**src/rtl/imem_refill_arbiter.sv**
```systemverilog
// imem_refill_arbiter: lets the I-cache refill port (I) and the core data
// port (D) share one single-word memory port. Only one side owns the port at a
// time. The owner's request is forwarded to memory, and the ready pulse and
// read data are routed back to that owner. After each completed I word, the
// port is held for I for a short window, so that a line refill is not
// interleaved with data traffic. The hold is bounded by BURST_LEN words.
module imem_refill_arbiter #(
  parameter int DATA_W        = 32,
  parameter int BURST_LEN     = 4,
  parameter int HOLD_WINDOW   = 2,
  parameter int PRIORITY_MODE = 0
) (
  input  logic                  clk,
  input  logic                  reset,
  input  logic                  i_valid,
  output logic                  i_ready,
  input  logic [31:0]           i_addr,
  output logic [DATA_W-1:0]     i_rdata,
  input  logic                  d_valid,
  output logic                  d_ready,
  input  logic [31:0]           d_addr,
  input  logic [DATA_W-1:0]     d_wdata,
  input  logic [DATA_W/8-1:0]   d_wstrb,
  output logic [DATA_W-1:0]     d_rdata,
  output logic                  mem_valid,
  input  logic                  mem_ready,
  output logic [31:0]           mem_addr,
  output logic [DATA_W-1:0]     mem_wdata,
  output logic [DATA_W/8-1:0]   mem_wstrb,
  input  logic [DATA_W-1:0]     mem_rdata,
  output logic                  grant_i,
  output logic                  grant_d
);

  localparam int BW = $clog2(BURST_LEN + 1);
  localparam int HW = $clog2(HOLD_WINDOW + 1);

  typedef enum logic [2:0] {
    ST_IDLE,
    ST_GNT_I,
    ST_GNT_D,
    ST_GAP,
    ST_HOLD_I
  } state_e;

  state_e        state_q, state_d;
  logic          last_is_d_q, last_is_d_d;   // 1 when D completed most recently
  logic [BW-1:0] burst_cnt_q, burst_cnt_d;
  logic [HW-1:0] hold_cnt_q, hold_cnt_d;
  logic [BW-1:0] burst_inc;
  logic [HW-1:0] hold_inc;

  // State register. Reset makes last owner D, so that I wins the first tie.
  always_ff @(posedge clk or posedge reset) begin
    if (reset) begin
      state_q     <= ST_IDLE;
      last_is_d_q <= 1'b1;
      burst_cnt_q <= '0;
      hold_cnt_q  <= '0;
    end else begin
      state_q     <= state_d;
      last_is_d_q <= last_is_d_d;
      burst_cnt_q <= burst_cnt_d;
      hold_cnt_q  <= hold_cnt_d;
    end
  end

  // Next-state logic: arbitration, completion/abort handling, hold window.
  always_comb begin
    state_d     = state_q;
    last_is_d_d = last_is_d_q;
    burst_cnt_d = burst_cnt_q;
    hold_cnt_d  = hold_cnt_q;
    burst_inc   = burst_cnt_q + BW'(1);
    hold_inc    = hold_cnt_q + HW'(1);
    case (state_q)
      ST_IDLE: begin
        if (i_valid && d_valid) begin
          if (PRIORITY_MODE == 1)  state_d = ST_GNT_D;
          else if (last_is_d_q)    state_d = ST_GNT_I;
          else                     state_d = ST_GNT_D;
        end else if (i_valid) begin
          state_d = ST_GNT_I;
        end else if (d_valid) begin
          state_d = ST_GNT_D;
        end
      end
      ST_GNT_I: begin
        // A dropped valid wins over a coincident mem_ready: the request is gone.
        if (!i_valid) begin
          state_d     = ST_IDLE;
          burst_cnt_d = '0;
        end else if (mem_ready) begin
          last_is_d_d = 1'b0;
          if (burst_inc < BW'(BURST_LEN)) begin
            burst_cnt_d = burst_inc;
            hold_cnt_d  = '0;
            state_d     = ST_HOLD_I;
          end else begin
            burst_cnt_d = '0;
            state_d     = ST_GAP;
          end
        end
      end
      ST_GNT_D: begin
        if (!d_valid) begin
          state_d     = ST_IDLE;
          burst_cnt_d = '0;
        end else if (mem_ready) begin
          last_is_d_d = 1'b1;
          state_d     = ST_GAP;
        end
      end
      ST_GAP: begin
        // One dead cycle hides the requester's stale valid after its ready.
        state_d = ST_IDLE;
      end
      ST_HOLD_I: begin
        if (i_valid) begin
          state_d = ST_GNT_I;
        end else begin
          hold_cnt_d = hold_inc;
          if (hold_inc == HW'(HOLD_WINDOW)) begin
            burst_cnt_d = '0;
            state_d     = ST_IDLE;
          end
        end
      end
      default: state_d = ST_IDLE;
    endcase
  end

  // Output decode: forward the owner's request and route ready back to it.
  always_comb begin
    mem_valid = 1'b0;
    mem_addr  = '0;
    mem_wdata = '0;
    mem_wstrb = '0;
    i_ready   = 1'b0;
    d_ready   = 1'b0;
    grant_i   = 1'b0;
    grant_d   = 1'b0;
    case (state_q)
      ST_GNT_I: begin
        mem_valid = i_valid;
        mem_addr  = i_addr;
        i_ready   = i_valid & mem_ready;
        grant_i   = 1'b1;
      end
      ST_GNT_D: begin
        mem_valid = d_valid;
        mem_addr  = d_addr;
        mem_wdata = d_wdata;
        mem_wstrb = d_wstrb;
        d_ready   = d_valid & mem_ready;
        grant_d   = 1'b1;
      end
      ST_HOLD_I: grant_i = 1'b1;
      default: ;
    endcase
  end

  assign i_rdata = mem_rdata;
  assign d_rdata = mem_rdata;

endmodule

```
**config.mk**
```make
export PLATFORM = sky130hd
export DESIGN_NAME = imem_refill_arbiter
export DESIGN_NICKNAME = d
export VERILOG_FILES = /design/src/rtl/imem_refill_arbiter.sv
export SDC_FILE = /design/constraint.sdc
export NUM_CORES = 1
export LEC_CHECK = 0
export BUFFER_PORTS_ARGS = -buffer_cell sky130_fd_sc_hd__buf_2
export CORE_AREA = 5 5 104 106
export DETAILED_ROUTE_END_ITERATION = 8
export DIE_AREA = 0 0 109 111
export SYNTH_ARGS = -nofsm -noshare
export SYNTH_HDL_FRONTEND = slang
export SYNTH_SLANG_ARGS = --single-unit
```
**constraint.sdc**
```tcl
create_clock -name clk -period 1.7 [get_ports clk]
set_clock_uncertainty 0.1 [all_clocks]
set_input_delay 0 -clock clk [delete_from_list [all_inputs] [get_ports clk]]
set_output_delay 0 -clock clk [all_outputs]
set_load 0.02 [all_outputs]
```
## After elaboration in Yosys (flattened, before gate mapping)

Cells that the tools add are included.

| word-level totals | value |
|---|---|
| logic and storage cells | 71 |
| bits in registers | 9 |
| output and inout bits | 137 |
| input port bits | 137 |

| cells by class | value |
|---|---|
| $add $sub $neg | 2 |
| reductions and logical operators | 10 |
| multiplexer cells | 36 |
| equal/unequal tests | 16 |
| $lt $le $gt $ge | 1 |
| bitwise logic cells | 2 |

Operators with widths:

| kind | count |
|---|---|
| $pmux W32 S2 | 1 |
| $mux W3 | 15 |
| $mux W32 | 1 |
| $ne A2 B2 Y1 const B | 8 |
| $reduce_and A5 Y1 | 3 |
| $pmux W3 S4 | 1 |
| $mux W2 | 5 |
| $ne A3 B3 Y1 const B | 3 |
| $pmux W3 S3 | 1 |
| $mux W1 | 8 |
| $mux W4 | 1 |
| $ne A4 B4 Y1 const B | 1 |
| $pmux W1 S2 | 2 |
| $pmux W2 S2 | 1 |
| $reduce_and A4 Y1 | 1 |
| $reduce_bool A2 Y1 | 2 |
| $add A3 B1 Y3 const B | 1 |
| $eq A3 B1 Y1 const B | 1 |
| $eq A3 B2 Y1 const B | 1 |
| $eq A3 B3 Y1 const B | 1 |
| $logic_not A3 Y1 | 1 |
| $lt A3 B3 Y1 const B | 1 |
| $reduce_bool A3 Y1 | 1 |
| $add A2 B1 Y2 const B | 1 |
| other kinds (4) | 5 |

## Depth between registers and ports, before layout

Gate-level depths: netlist of the first run.

| logic depth | value |
|---|---|
| depth after elaboration | 6 |
| depth in mapped cells | 6 |

## Worst setup path before layout of the first run

OpenSTA, ideal clock, no wires.

| path | value |
|---|---|
| path type | register to register |
| start point | reg burst_cnt_q[0] |
| end point | reg hold_cnt_q[0] |
| slack | 0.189 ns |
| path buffers | 0 |
| data arrival time | 1.286 ns |
| stages on the path, launching flop included | 6 |
| library setup time | 0.125 ns |
| cells stage by stage | dfrtp_1 ha_1 nor2_1 nand4_1 a21oi_1 mux2_2 |

| between the ends | value |
|---|---|
| word-level cells in the longest chain between the ends | 4 |

Ends and longest elaborated chain:

| element | line | text |
|---|---|---|
| start: declaration | 48 | `logic [BW-1:0] burst_cnt_q, burst_cnt_d;` |
| start signal: assignment | 63 | `burst_cnt_q <= burst_cnt_d;` |
| $add A3 B1 Y3 | 74 | `burst_inc = burst_cnt_q + BW'(1);` |
| $lt A3 B3 Y1 | 95 | `if (burst_inc < BW'(BURST_LEN)) begin` |
| $ne A2 B2 Y1 (no source line) | n/a |  |
| $reduce_and A5 Y1 (no source line) | n/a |  |
| end signal: assignment | 64 | `hold_cnt_q <= hold_cnt_d;` |
| end: declaration | 49 | `logic [HW-1:0] hold_cnt_q, hold_cnt_d;` |

No other way between the ends.
A chain may end at the register's enable or synchronous reset.

## Worst setup path after layout of the first run

| path | value |
|---|---|
| start point | reg state_q[1] |
| end point | out mem_addr[3] |

| between the ends | value |
|---|---|
| word-level cells in the longest chain between the ends | 2 |

Ends and longest elaborated chain:

| element | line | text |
|---|---|---|
| start: declaration | 46 | `state_e state_q, state_d;` |
| start signal: assignment | 61 | `state_q <= state_d;` |
| $eq A3 B2 Y1 or $eq A3 B1 Y1 (tied branches) | 143 | `case (state_q)` |
| $pmux W32 S2 (*) | 143 |  |
| end: declaration | 27 | `output logic [31:0] mem_addr,` |

Every way passes the cells marked *; elsewhere a longest branch is shown, timed or not.

==> run metrics, run 1 <==
Buf/Inv on CP 5; Layout Nets slightly above 500; H-tree depth 1; Max-Cap Viols 0; Main synth FF type dfrtp_1; commonest non-fill, non-tap cell in the layout buf_2; Reg clk slew, reported paths approximately 0.040 ns; flop and latch count out of synthesis 8; most frequent cells in the layout buf_2 (143), and3_1 (36), dlygate4sd3_1 (34); PortBufs 177; routability congestion estimate about 0.8; GRT busiest layer met2; final hold violation count 0; crit end category output pin; grt met2 use around 23%; crit path kind reg2out; CP max stage cell dfrtp_2; initial cell density of the core roughly 18%; post-synthesis mux area share ~3.4%; Startpoint Class flip-flop; total die area about 0.012 mm2; DRC 0; Root Buffer clkbuf_8; internal power 2.36 mW; post-route setup slack -0.0292 ns; die span in x around 110 um; dpl hpwl around 6000 um; initial antenna violation count 0; final max-slew violation count 0; GR Util met1 between 10% and 20%; Synth Area per Inst approximately 7.9 um2; Combinational Power Share ~90%; CTS Buffer Depth 2; failing checks setup timing; most used cell along the critical path buf_4; outcome complete, but fails checks; maximum number of pins on one net before global-route repair 37; Compound-Gate Fraction of Synth Area between 20% and 30%; Synth Cell Area about 0.0017 mm2; WL/cell 17.3 um; TritonCTS Sinks 8; final setup fails 15; Area after DPL between 0.002 and 0.0025 mm2; Worst EP required 1.60 ns; Synthesized Nets 356; Synth Area in Simple Gates 24.0%; Area growth, synth to finish 77.2%; initial drt markers 67; fmax about 0.58 GHz; worst-path cell chain buf_4, nand2_2, inv_2, buf_4, buf_16, a22o_1, buf_4; Synth Area in XOR/XNOR less than 1%; crit path time final ~1.7 ns; worst skew pair latency 0.23 ns; Power, Total 4.79 mW; chip height around 110 um; Leakage roughly 1.7 nW; Post-synth EDFFs 0; largest family of logic cells by synthesized area buffers and inverters; vias 2179; grt ovf 0; critical path's top delay family buffers and inverters; worst hold-check path type in2reg; Antenna Diode Count 0; total CTS buffers 3; Max FO, Critical Path 17; io pins approximately 270; number of global-route vias before repair between 2000 and 2500; Worst VDD drop around 0.50 mV; slowest stage delay, CP 0.43 ns; Clock power frac roughly 5%; TritonCTS clock tree yes; library cells used by synthesis 36; Post-Synth Adder-Cell Area 1.46%; critical path arrival 1.63 ns; relative slew slack around two thirds; unrepaired setup endpoints after global routing true; async set or reset register ratio after synthesis 100%; Tcrit/Tclk final 102%; Core ar. 0.00968 mm2; sw frac 50.6%; met3 Use GR slightly above 5%; TritonRoute pass-1 iters 4; row count 36; worst slew pin tran 0.472 ns; post-route ant nets 0; share of layout cells above drive strength 1 roughly three fifths; Total Routing Usage GR ~13%; post-route cell area about 0.003 mm2; pwr/cell area about 1600 mW/mm2; synth warn 0; Seq/Total Area, Yosys approximately an eighth; Psw roughly 2.4 mW; total wire length 8730 um; first-pass GRT wire length 12000 um; Post-Synthesis Cells about 220; sequential fraction of design power 6.9%; Avg Vias per Cell 4.31
[layout make-up]
cell class	instances	area, um2
Clock buffer	4	45.0
Multi-Input combinational cell	121	920
Inverter	7	26.3
Timing Repair Buffer	233	1670
Fill cell	1023	6650
Sequential cell	8	205
Tap cell	133	166
[worst register-to-register path: stages, from the launching register on]
cell and delay (ns):
dfrtp_2 0.40, buf_6 0.13, buf_4 0.14, nand4bb_1 0.24, a21oi_1 0.18, a31oi_1 0.08, mux2_2 0.29
[metal layers]
metal	up-vias	wire [um]
li1	1026	-
met1	1009	3240
met2	133	4370
met3	11	973
met4	0	143
met5	-	0
[flip-flops by register name (all words and copies together) (netlist names)]
register	cells
hold_cnt_q	2
state_q	3
burst_cnt_q	2
last_is_d_q	1
[cell usage after synthesis, drive strengths merged, types with 2 or more instances]
cell type | instances | area share (%)
a22o | 32 | 16
inv | 7 | 1.5
dfrtp | 7 | 10
nor3 | 2 | 0.58
a21oi | 5 | 1.5
mux2 | 4 | 2.8
and3 | 37 | 14
o21ai | 3 | 0.88
a41o | 2 | 1.2
clkbuf | 6 | 1.3
nand2b | 4 | 1.5
ha | 2 | 1.5
nand4bb | 2 | 1.3
nand2 | 5 | 1.1
nor2 | 9 | 2.3
buf | 75 | 34
[power groups by stage]
stage                     Clock, mW  Sequential [mW]  Combinational, mW
after floorplan                   0            0.298               2.34
after detailed placement          0            0.333               3.13
after global placement            0            0.328               3.09
after global routing          0.267            0.339               4.45
after CTS                     0.254            0.328               3.92
final                         0.241            0.333               4.22
[cells by family (layout without fill, tap and decap cells)]
group                      Yosys count  count (layout)
buffers and inverters               88             244
AOI/OAI and AO/OA                   47              47
xor gates and xnor gates             1               1
adders and majority gates            2               2
muxes                                5               5
DFF                                  8               8
and+or+nand+nor                     66              66
[metrics by stage]
stage               hold slack (ns)  instances  TNS (ns)  setup slack (ns)  util [%]
floorplan                    -0.285        217         0             0.189         -
global placement             -0.137        454         0            0.0813      23.3
detailed placement           -0.126        454         0            0.0175      23.3
CTS                          0.0379        502  -0.00154          -0.00154      29.7
global route                 0.0679        506     -2.50           -0.0749      31.3
finish                       0.0553        506    -0.227           -0.0292      31.3
[worst paths after layout]
path | depth (start not counted) | slack [ns] | end | startpoint
max | 7 | -0.03 | mem_addr[3] | state_q[1]
min | 3 | 0.06 | last_is_d_q | mem_ready
max reg2reg | 6 | 0.03 | state_q[1] | state_q[2]
min reg2reg | 1 | 0.40 | hold_cnt_q[1] | hold_cnt_q[1]
max in group asynchronous | 3 | 1.03 | last_is_d_q | reset
min in group asynchronous | 3 | 0.17 | burst_cnt_q[0] | reset
[what timing repair did]
action,CTS,global route
pin swaps,1,5
gates resized for setup,40,27
endpoints found under the hold margin,73,0
hold buffers,34,0
cloned,3,2
endpoints found under the setup margin,43,52
setup buffers,7,2
No activity file was read; power rests on OpenSTA's default activity.
==> run 2: changes to the inputs <==
--- a/config.mk
+++ b/config.mk
@@ -9,6 +9,7 @@
 export CORE_AREA = 5 5 104 106
 export DETAILED_ROUTE_END_ITERATION = 8
 export DIE_AREA = 0 0 109 111
+export HOLD_SLACK_MARGIN = 0.12
 export SYNTH_ARGS = -nofsm -noshare
 export SYNTH_HDL_FRONTEND = slang
 export SYNTH_SLANG_ARGS = --single-unit
==> run 2 against run 1 <==
Against the previous run:
- largest power group unchanged
- fmax barely moved
- non-clock buffer count grew 4
- sequential power barely moved
- the run still ends with setup timing left
- critical endpoint is now mem_addr[6]
==> run metrics, run 2 (synthesis results as in run 1) <==
outcome complete, but fails checks (unchanged); failing checks setup timing (unchanged); post-route ant nets 0 (unchanged); maximum number of pins on one net before global-route repair 37 (unchanged); crit end category output pin (unchanged); Tcrit/Tclk final 102% (about the same); initial antenna violation count 0 (unchanged); total die area 0.0121 mm2 (unchanged); TritonRoute pass-1 iters 4 (unchanged); Worst EP required 1.60 ns (about the same); post-route setup slack -0.0277 ns (was -0.0292 ns); Root Buffer clkbuf_8 (unchanged); Max-Cap Viols 0 (unchanged); R2R cell count 6 (unchanged); Setup WS pre-CTS 0.0175 ns (unchanged); Power, Total 4.97 mW (was 4.79 mW); DRC 0 (unchanged); CP max stage cell dfrtp_2 (unchanged); total CTS buffers 3 (unchanged); total wire length 8920 um (was 8730 um); pwr/cell area 1580 mW/mm2 (about the same); Top Registers state_q: 3 flops, burst_cnt_q: 2 flops, hold_cnt_q: 2 flops (unchanged); Reg clk slew, reported paths 0.04 ns (about the same); Max FO, Critical Path 17 (unchanged); worst r2r dst state_q[1] (unchanged); crit path kind reg2out (unchanged); WL/cell 17.5 um (was 17.3 um); Top reg by flops state_q (unchanged); worst r2r src state_q[2] (unchanged); number of global-route vias before repair 2264 (was 2247); Total Routing Usage GR 12.6% (was 12.5%); final setup fails 18 (was 15); most frequent cells in the layout buf_2 (142), dlygate4sd3_1 (37), and3_1 (36) (was buf_2 (143), and3_1 (36), dlygate4sd3_1 (34)); routability congestion estimate 0.786 (unchanged); TritonCTS clock tree yes (unchanged); final max-slew violation count 0 (unchanged); chip height 111 um (unchanged); worst-path cell chain buf_4, nand2_2, inv_2, buf_4, buf_16, a22o_1, buf_6 (was buf_4, nand2_2, inv_2, buf_4, buf_16, a22o_1, buf_4); Avg Vias per Cell 4.35 (was 4.31); worst slew pin tran 0.460 ns (was 0.472 ns); Area growth, synth to finish 83.6% (was 77.2%); fillers 1008 (was 1023); launch point of the worst path state_q[1] (unchanged); initial drt markers 95 (was 67); Area after DPL 0.00225 mm2 (unchanged); end-of-flow core utilization 32.5% (was 31.3%); share of layout cells above drive strength 1 59.7% (was 59.5%); critical path arrival 1.63 ns (about the same); io pins 274 (unchanged); unrepaired setup endpoints after global routing true (unchanged); initial cell density of the core 17.7% (unchanged); CP Capture Point mem_addr[6] (was mem_addr[3]); worst hold-check path type in2async (was in2reg); Layout Nets 517 (was 513); dpl hpwl 5990 um (unchanged); first-pass GRT wire length 12200 um (was 12000 um); Antenna Diode Count 0 (unchanged); Largest register FFs 3 (unchanged); slowest stage delay, CP 0.43 ns (about the same); hold_ws 0.170 ns (was 0.0553 ns); worst skew pair latency 0.23 ns (about the same); reg-to-reg setup timing slack 0.02 ns (was 0.03 ns); Core ar. 0.00968 mm2 (unchanged); relative slew slack 69.2% (was 68.5%); most used cell along the critical path buf_4 (unchanged); Leakage 1.74 nW (was 1.70 nW); Startpoint Class flip-flop (unchanged); grt ovf 0 (unchanged); TritonCTS Sinks 8 (unchanged); post-route cell area 0.00314 mm2 (was 0.00304 mm2); Worst VDD drop 0.516 mV (was 0.498 mV); commonest non-fill, non-tap cell in the layout buf_2 (unchanged); row count 36 (unchanged); die span in x 109 um (unchanged); CTS Buffer Depth 2 (unchanged); final hold violation count 0 (unchanged); fmax 0.579 GHz (was 0.578 GHz); PortBufs 177 (unchanged); crit path time final 1.73 ns (about the same); H-tree depth 1 (unchanged); vias 2219 (was 2179)
==> run 2: how the worst min path moves through the flow <==
stage,from,endpoint,slack (ns),cells past startpoint
CTS,reset,burst_cnt_q[0],0.17,3
detailed placement,reset,hold_cnt_q[0],-0.13,2
global route,reset,burst_cnt_q[0],0.21,3
global placement,reset,hold_cnt_q[1],-0.14,2
floorplan,reset,burst_cnt_q[0],-0.29,1
finish,reset,burst_cnt_q[0],0.17,3
==> run 2: area by class of cell <==
class,count,area [um2],area share [%]
multi-input combinational,121,932,29.6
inverter,7,26.3,0.836
tap,133,166,5.29
timing repair buffer,237,1770,56.3
clock buffer,4,45.0,1.43
sequential,8,205,6.53
==> run 2: timing repair <==
| action | CTS | global route |
|---|---|---|
| cloned | 3 | 3 |
| gates resized for setup | 40 | 43 |
| hold endpoints to repair | 75 | 0 |
| pin swaps | 1 | 2 |
| hold buffers | 37 | 0 |
| setup buffers | 7 | 2 |
| setup endpoints to repair | 43 | 52 |
==> run 2: metrics by stage <==
step | TNS [ns] | std cells
final | -0.180 | 510
after global placement | 0 | 454
after global routing | -2.85 | 510
after floorplan | 0 | 217
after CTS | -0.00140 | 505
after detailed placement | 0 | 454
==> run 2: worst max-delay path, delay by kind of cell, from the launching register on <==
family                 cells  cell delay [ns]
buffers and inverters      5             0.63
flip-flops                 1             0.43
AO/OA/AOI/OAI              1             0.25
AND/OR/NAND/NOR            1             0.08
==> run 2: power breakdown <==
part           switching [mW]  internal, mW  total [mW]
Combinational            2.32          2.08        4.39
Sequential             0.0747         0.258       0.332
Clock                  0.0794         0.163       0.242
==> run 2: routing by layer <==
layer | vias up | wire [um] | share of wire [%] | track usage [%]
li1 | 1032 | - | - | -
met2 | 131 | 4530 | 51 | 23.2
met4 | 0 | 119 | 1.3 | 2.78
met1 | 1047 | 3310 | 37 | 13.3
met5 | - | 0 | 0 | 0
met3 | 9 | 959 | 11 | 4.95
